===== src/rtl/ram_arb_pkg.sv =====
// ram_arb_pkg: shared defaults and encodings for the two-port RAM arbiter.
// The optional burst-lock feature is selected with the RAM_ARB_LOCK_EN macro.
package ram_arb_pkg;

  localparam int DEF_ADDR_W = 10;
  localparam int DEF_DATA_W = 10;

  // Requester indices: the core has index 0, the loader/debug master index 1.
  localparam logic REQ_CORE = 1'b0;
  localparam logic REQ_LOAD = 1'b1;

  typedef enum logic [1:0] {
    ST_IDLE   = 2'd0,
    ST_ACCESS = 2'd1,
    ST_ACK    = 2'd2
  } state_e;

  // One-hot acknowledge vector for a requester index.
  function automatic logic [1:0] owner_onehot(input logic owner);
    return owner ? 2'b10 : 2'b01;
  endfunction

endpackage


===== src/rtl/rr_pick2.sv =====
// rr_pick2: combinational 2-way round-robin winner selection.
// With RAM_ARB_LOCK_EN defined, a locked previous owner that still requests keeps
// the RAM; otherwise lock and prev_owner are ignored.
module rr_pick2
  import ram_arb_pkg::*;
(
  input  logic [1:0] req,
  input  logic       rr_ptr,
  input  logic       prev_owner,
  input  logic [1:0] lock,
  output logic       valid,
  output logic       winner
);

`ifdef RAM_ARB_LOCK_EN
  // Sole requester wins, contention goes to rr_ptr, a held lock overrides both.
  always_comb begin
    valid  = |req;
    winner = rr_ptr;
    if (req == 2'b01) begin
      winner = REQ_CORE;
    end else if (req == 2'b10) begin
      winner = REQ_LOAD;
    end
    if (lock[prev_owner] && req[prev_owner]) begin
      winner = prev_owner;
    end
  end
`else
  // Sole requester wins, contention goes to rr_ptr.
  always_comb begin
    valid  = |req;
    winner = rr_ptr;
    if (req == 2'b01) begin
      winner = REQ_CORE;
    end else if (req == 2'b10) begin
      winner = REQ_LOAD;
    end
  end

  logic unused_lock;
  assign unused_lock = ^{lock, prev_owner};
`endif

endmodule


===== src/rtl/ram_arbiter2.sv =====
// ram_arbiter2: round-robin arbiter and sequencer for the shared 1024x10 RAM.
// Each transaction walks IDLE -> ACCESS -> ACK; the RAM ports are driven only here.
// Optional macro RAM_ARB_LOCK_EN enables per-requester burst locking.
module ram_arbiter2
  import ram_arb_pkg::*;
#(
  parameter int ADDR_W = DEF_ADDR_W,
  parameter int DATA_W = DEF_DATA_W
) (
  input  logic                clk,
  input  logic                rst,
  input  logic [1:0]          req,
  input  logic [1:0]          we_i,
  input  logic [ADDR_W-1:0]   addr0_i,
  input  logic [ADDR_W-1:0]   addr1_i,
  input  logic [DATA_W-1:0]   wdata0_i,
  input  logic [DATA_W-1:0]   wdata1_i,
  input  logic [1:0]          lock,
  output logic [1:0]          ack,
  output logic [2*DATA_W-1:0] rdata_o,
  output logic                ram_we,
  output logic [ADDR_W-1:0]   ram_address,
  output logic [DATA_W-1:0]   ram_wdata,
  input  logic [2*DATA_W-1:0] ram_rdata
);

  state_e              state_q, state_d;
  logic                owner_q, owner_d;
  logic                we_q, we_d;
  logic [ADDR_W-1:0]   addr_q, addr_d;
  logic [DATA_W-1:0]   wdata_q, wdata_d;
  logic                rr_ptr_q, rr_ptr_d;
  logic [2*DATA_W-1:0] rdata_q, rdata_d;
  logic [1:0]          ack_q, ack_d;

  logic pick_valid;
  logic pick_winner;

  rr_pick2 u_pick (
    .req        (req),
    .rr_ptr     (rr_ptr_q),
    .prev_owner (owner_q),
    .lock       (lock),
    .valid      (pick_valid),
    .winner     (pick_winner)
  );

  // Next-state logic: latch the winner's payload, run the access, then acknowledge.
  always_comb begin
    state_d  = state_q;
    owner_d  = owner_q;
    we_d     = we_q;
    addr_d   = addr_q;
    wdata_d  = wdata_q;
    rr_ptr_d = rr_ptr_q;
    rdata_d  = rdata_q;
    ack_d    = 2'b00;

    case (state_q)
      ST_IDLE: begin
        if (pick_valid) begin
          owner_d = pick_winner;
          we_d    = we_i[pick_winner];
          addr_d  = pick_winner ? addr1_i : addr0_i;
          wdata_d = pick_winner ? wdata1_i : wdata0_i;
          state_d = ST_ACCESS;
        end
      end
      ST_ACCESS: begin
        // The pair is captured on the same edge the write lands, so writes
        // return the contents as they were before the write.
        rdata_d = ram_rdata;
        ack_d   = owner_onehot(owner_q);
        state_d = ST_ACK;
      end
      ST_ACK: begin
`ifdef RAM_ARB_LOCK_EN
        if (!lock[owner_q]) begin
          rr_ptr_d = ~owner_q;
        end
`else
        rr_ptr_d = ~owner_q;
`endif
        state_d = ST_IDLE;
      end
      default: begin
        state_d = ST_IDLE;
      end
    endcase
  end

  // State register with synchronous reset; reset abandons any transaction in flight.
  always_ff @(posedge clk) begin
    if (rst) begin
      state_q  <= ST_IDLE;
      owner_q  <= REQ_CORE;
      we_q     <= 1'b0;
      addr_q   <= '0;
      wdata_q  <= '0;
      rr_ptr_q <= REQ_CORE;
      rdata_q  <= '0;
      ack_q    <= 2'b00;
    end else begin
      state_q  <= state_d;
      owner_q  <= owner_d;
      we_q     <= we_d;
      addr_q   <= addr_d;
      wdata_q  <= wdata_d;
      rr_ptr_q <= rr_ptr_d;
      rdata_q  <= rdata_d;
      ack_q    <= ack_d;
    end
  end

  // Write enable is gated by rst so no write can land on a reset edge.
  always_comb begin
    ram_we = (state_q == ST_ACCESS) && we_q && !rst;
  end

  assign ram_address = addr_q;
  assign ram_wdata   = wdata_q;
  assign rdata_o     = rdata_q;
  assign ack         = ack_q;

endmodule


===== config.mk =====
export PLATFORM = sky130hd
export DESIGN_NAME = ram_arbiter2
export DESIGN_NICKNAME = d
export VERILOG_FILES = /design/src/rtl/ram_arb_pkg.sv /design/src/rtl/rr_pick2.sv /design/src/rtl/ram_arbiter2.sv
export SDC_FILE = /design/constraint.sdc
export NUM_CORES = 1
export LEC_CHECK = 0
export ABC_AREA = 1
export ABC_CLOCK_PERIOD_IN_PS = 1000
export CORE_MARGIN = 2
export CORE_UTILIZATION = 30
export DETAILED_ROUTE_END_ITERATION = 16
export GPL_ROUTABILITY_DRIVEN = 0
export PLACE_DENSITY = 0.72
export SYNTH_ARGS = -nofsm -noshare
export SYNTH_HDL_FRONTEND = slang
export SYNTH_SLANG_ARGS = --single-unit

===== constraint.sdc =====
create_clock -name clk -period 1 [get_ports clk]
set_clock_uncertainty 0.05 [all_clocks]
set_input_delay 0.2 -clock clk [delete_from_list [all_inputs] [get_ports clk]]
set_output_delay 0.2 -clock clk [all_outputs]
set_load 0.02 [all_outputs]

==> flow_summary.ini <==
[yosys]
syn_avg_cell_area_sq_um = 7.07
synth_xor_xnor_area_share_pct = 0
seq_area_frac_synth_pct = 44.2
synth-simple-area-share_pct = 28.2
synth_top_family_by_area = simple AND/OR/NAND/NOR gates
synth_area_sq_um = 2130
yosys_register_bits = 47
post_synth_inst_count = 301
synthAdderAreaFrac_pct = 0
synth-compound-area-share_pct = 15.5
synthMuxAreaShare_pct = 0
synth_fp_nets = 369
yosysTopAreaCellShare_pct = 44.2
yosysTopAreaCell = dfxtp_1
ys_warn_count = 0
yosys-top-cells-area = dfxtp_1, nor2_1, o21ai_0
yosys.cell_types.count = 20

[routing]
antenna_left = 0
drt_first_pass_iters = 6
avgViaCountPerCell = 4.41
totalWireLength_um = 5900
via_count = 2278
wl_per_cell_um = 11.4
first_iter_violations = 100
route.detailed.drc = 0

[critical_path]
critPathArrivalTime_ns = 1.05
worst_setup_path_start_kind = flop
crit_required_ns = 0.75
path_class = reg2out
endpoint_kind = primary output
cp_max_fo = 2

[placement]
dp.final_hpwl_um = 4180
io_buffer_count = 108
post-place-ws_ns = -0.640

[pwr]
cellPowerDensity_nw_per_um2 = 1430
leakagePower_nw = 1.70
vdd_ir_drop_max_mv = 0.566

[die]
rows = 30
coreArea_sq_um = 6830
die_h_um = 88.3
ios = 111
floorplan.initialDensity_pct = 31.2
fp.dieW_um = 88.3
fp.dieArea_sq_um = 7790

[clock_network]
cts_max_level = 2
ctsRootBufferMaster = clkbuf_8
ctsLongestPathBuffers = 2
clock_latency_ns = 0.29
cts_buffers = 5
cts.sinks = 47
path_clk_slew_ns = 0.09
cts_tree = yes

[worst_hold_path]
hp-class = reg2reg

[run_status]
violations = negative setup slack
outcome = finished, violations left

[global_routing]
grt_util_met2_pct = 27.8
gr-total-overflow = 0
grt_usage_pct = 14.8
grt_antenna_before_repair = 0
grt_max_degree = 28
grt_pass1_vias = 2217
busiest_layer = met2
grt_pass1_wl_um = 9320
grtUsageMet3_pct = 4.01
use_met1_pct = 16.7

[final_layout]
n_antenna_cell = 0
multiInputGateArea_sq_um = 971
seqCellArea_sq_um = 996
finalCoreUtilization_pct = 55.2
drive_gt1_share_pct = 31.9
nNetsFinal = 487
syn_to_final_growth_pct = 77.1
nFillCells = 663

[sta]
slew_headroom_pct = 85.5
slew_viol_final = 0
hold_viol = 0
period_minus_slack_ns = 1.30
period_share_pct = 130
rsz0062_at_grt = yes
setup_ws_ns = -0.296
fmax_ghz = 0.772
finalSetupViolCount = 52
worst_slew_pin_slew_ns = 0.215

[flow_run]
maxCapViolations = 0
## worst paths after layout
path | start | to | slack (ns) | cells after the start
setup / recovery | state_q[0]$_SDFFE_PP0P_ | ram_we | -0.30 | 5
hold / removal | owner_q$_SDFFE_PP0P_ | ack[0]$_SDFF_PP0_ | 0.41 | 1
setup reg to reg | state_q[1]$_SDFFE_PP0P_ | ram_wdata[2]$_SDFFE_PP0P_ | -0.28 | 8
hold reg to reg | owner_q$_SDFFE_PP0P_ | ack[0]$_SDFF_PP0_ | 0.41 | 1
## cell families (layout without fill, tap and decap cells)
family          count (synthesis)  count (layout)
flops                          47              47
compound gates                 66              66
simple gates                  139             139
buf+inv                        49             168
## per-layer routing
layer  routed length (um)  share of wire [%]
met5                    0                  0
met3                  359                6.1
met2                 3000                 51
met1                 2510                 43
met4                   25               0.42
## final cells by class
class / count / area share [%]
well taps: 96 / 3.18
flip-flops and latches: 47 / 26.4
multi-input cells: 205 / 25.7
repair buffers: 132 / 38.6
clock inverters: 2 / 0.929
inverters: 28 / 2.92
clock buffers: 6 / 2.19
## power breakdown
| group | internal (mW) | switching [mW] |
|---|---|---|
| clock network | 0.809 | 0.625 |
| logic | 0.929 | 0.787 |
| registers | 2.10 | 0.131 |
## timing repair
item                       4_1_cts  5_1_grt
buffers inserted                 2        1
hold buffers                     0        0
cloned                           1        2
setup endpoints to repair       88       89
pin swaps                        2       10
resized for setup              302        6
## cells in the mapped netlist
master    number
clkbuf_2       1
inv_2          2
a21oi_1       23
nor2_8         1
dfxtp_1       47
buf_4          4
clkbuf_1       5
inv_1         26
nand3_1       22
nand3_2        1
nor3_1         3
nor2_4         1
nand2_4        2
nor2_1        85
buf_2          4
o21ai_1       11
buf_6          7
nand2_1       23
nand2_2        1
o21ai_0       32
## critical path, stage by stage (launching register included)
cell,delay (ns)
dfxtp_2,0.35
inv_4,0.04
nor2_4,0.09
nand2_2,0.07
nor2_4,0.08
buf_6,0.12
## layout by cell type (no fill, tap or decap)
| cell type | synthesis | layout |
|---|---|---|
| nand2_2 | 1 | 2 |
| clkdlybuf4s50_1 | 0 | 65 |
| clkbuf_16 | 0 | 2 |
| nor3_1 | 3 | 2 |
| nor2_1 | 85 | 83 |
| nor2_4 | 1 | 3 |
| clkbuf_8 | 0 | 6 |
| nand3_2 | 1 | 1 |
| inv_2 | 2 | 1 |
| inv_4 | 0 | 2 |
| a21oi_1 | 23 | 22 |
| a21oi_2 | 0 | 1 |
| bufinv_16 | 0 | 1 |
| nor2_8 | 1 | 1 |
| nor3_4 | 0 | 1 |
| nand3_1 | 22 | 22 |
| inv_1 | 26 | 25 |
| dfxtp_2 | 0 | 44 |
| nand2_1 | 23 | 21 |
| o21ai_0 | 32 | 30 |
| buf_4 | 4 | 12 |
| buf_6 | 7 | 45 |
| clkinv_2 | 0 | 1 |
| buf_12 | 0 | 8 |
| dfxtp_1 | 47 | 3 |
| o21ai_1 | 11 | 13 |
| nand2_4 | 2 | 3 |
## state kept, by name (all words and copies together), names as in the netlist
name,cells
rdata_o,20
ram_address,10
ram_wdata,10
ack,2
state_q,2
owner_q,1
rr_ptr_q,1
we_q,1
## through the flow
| step | cells | setup TNS (ns) | hold WS [ns] | area, sq um | total power, mW |
|---|---|---|---|---|---|
| final | 516 | -10.94 | 0.406 | 3770 | 5.38 |
| after global routing | 516 | -16.57 | 0.420 | 3770 | 5.69 |
| after CTS | 513 | -12.28 | 0.402 | 3700 | 5.39 |
| after detailed placement | 502 | -29.88 | 0.395 | 3440 | 3.79 |
| after global placement | 502 | -28.78 | 0.391 | 3440 | 3.76 |
| after floorplan | 301 | -1.47 | 0.285 | 2170 | 3.00 |
Note: power is estimated with default switching activity, not from simulation.
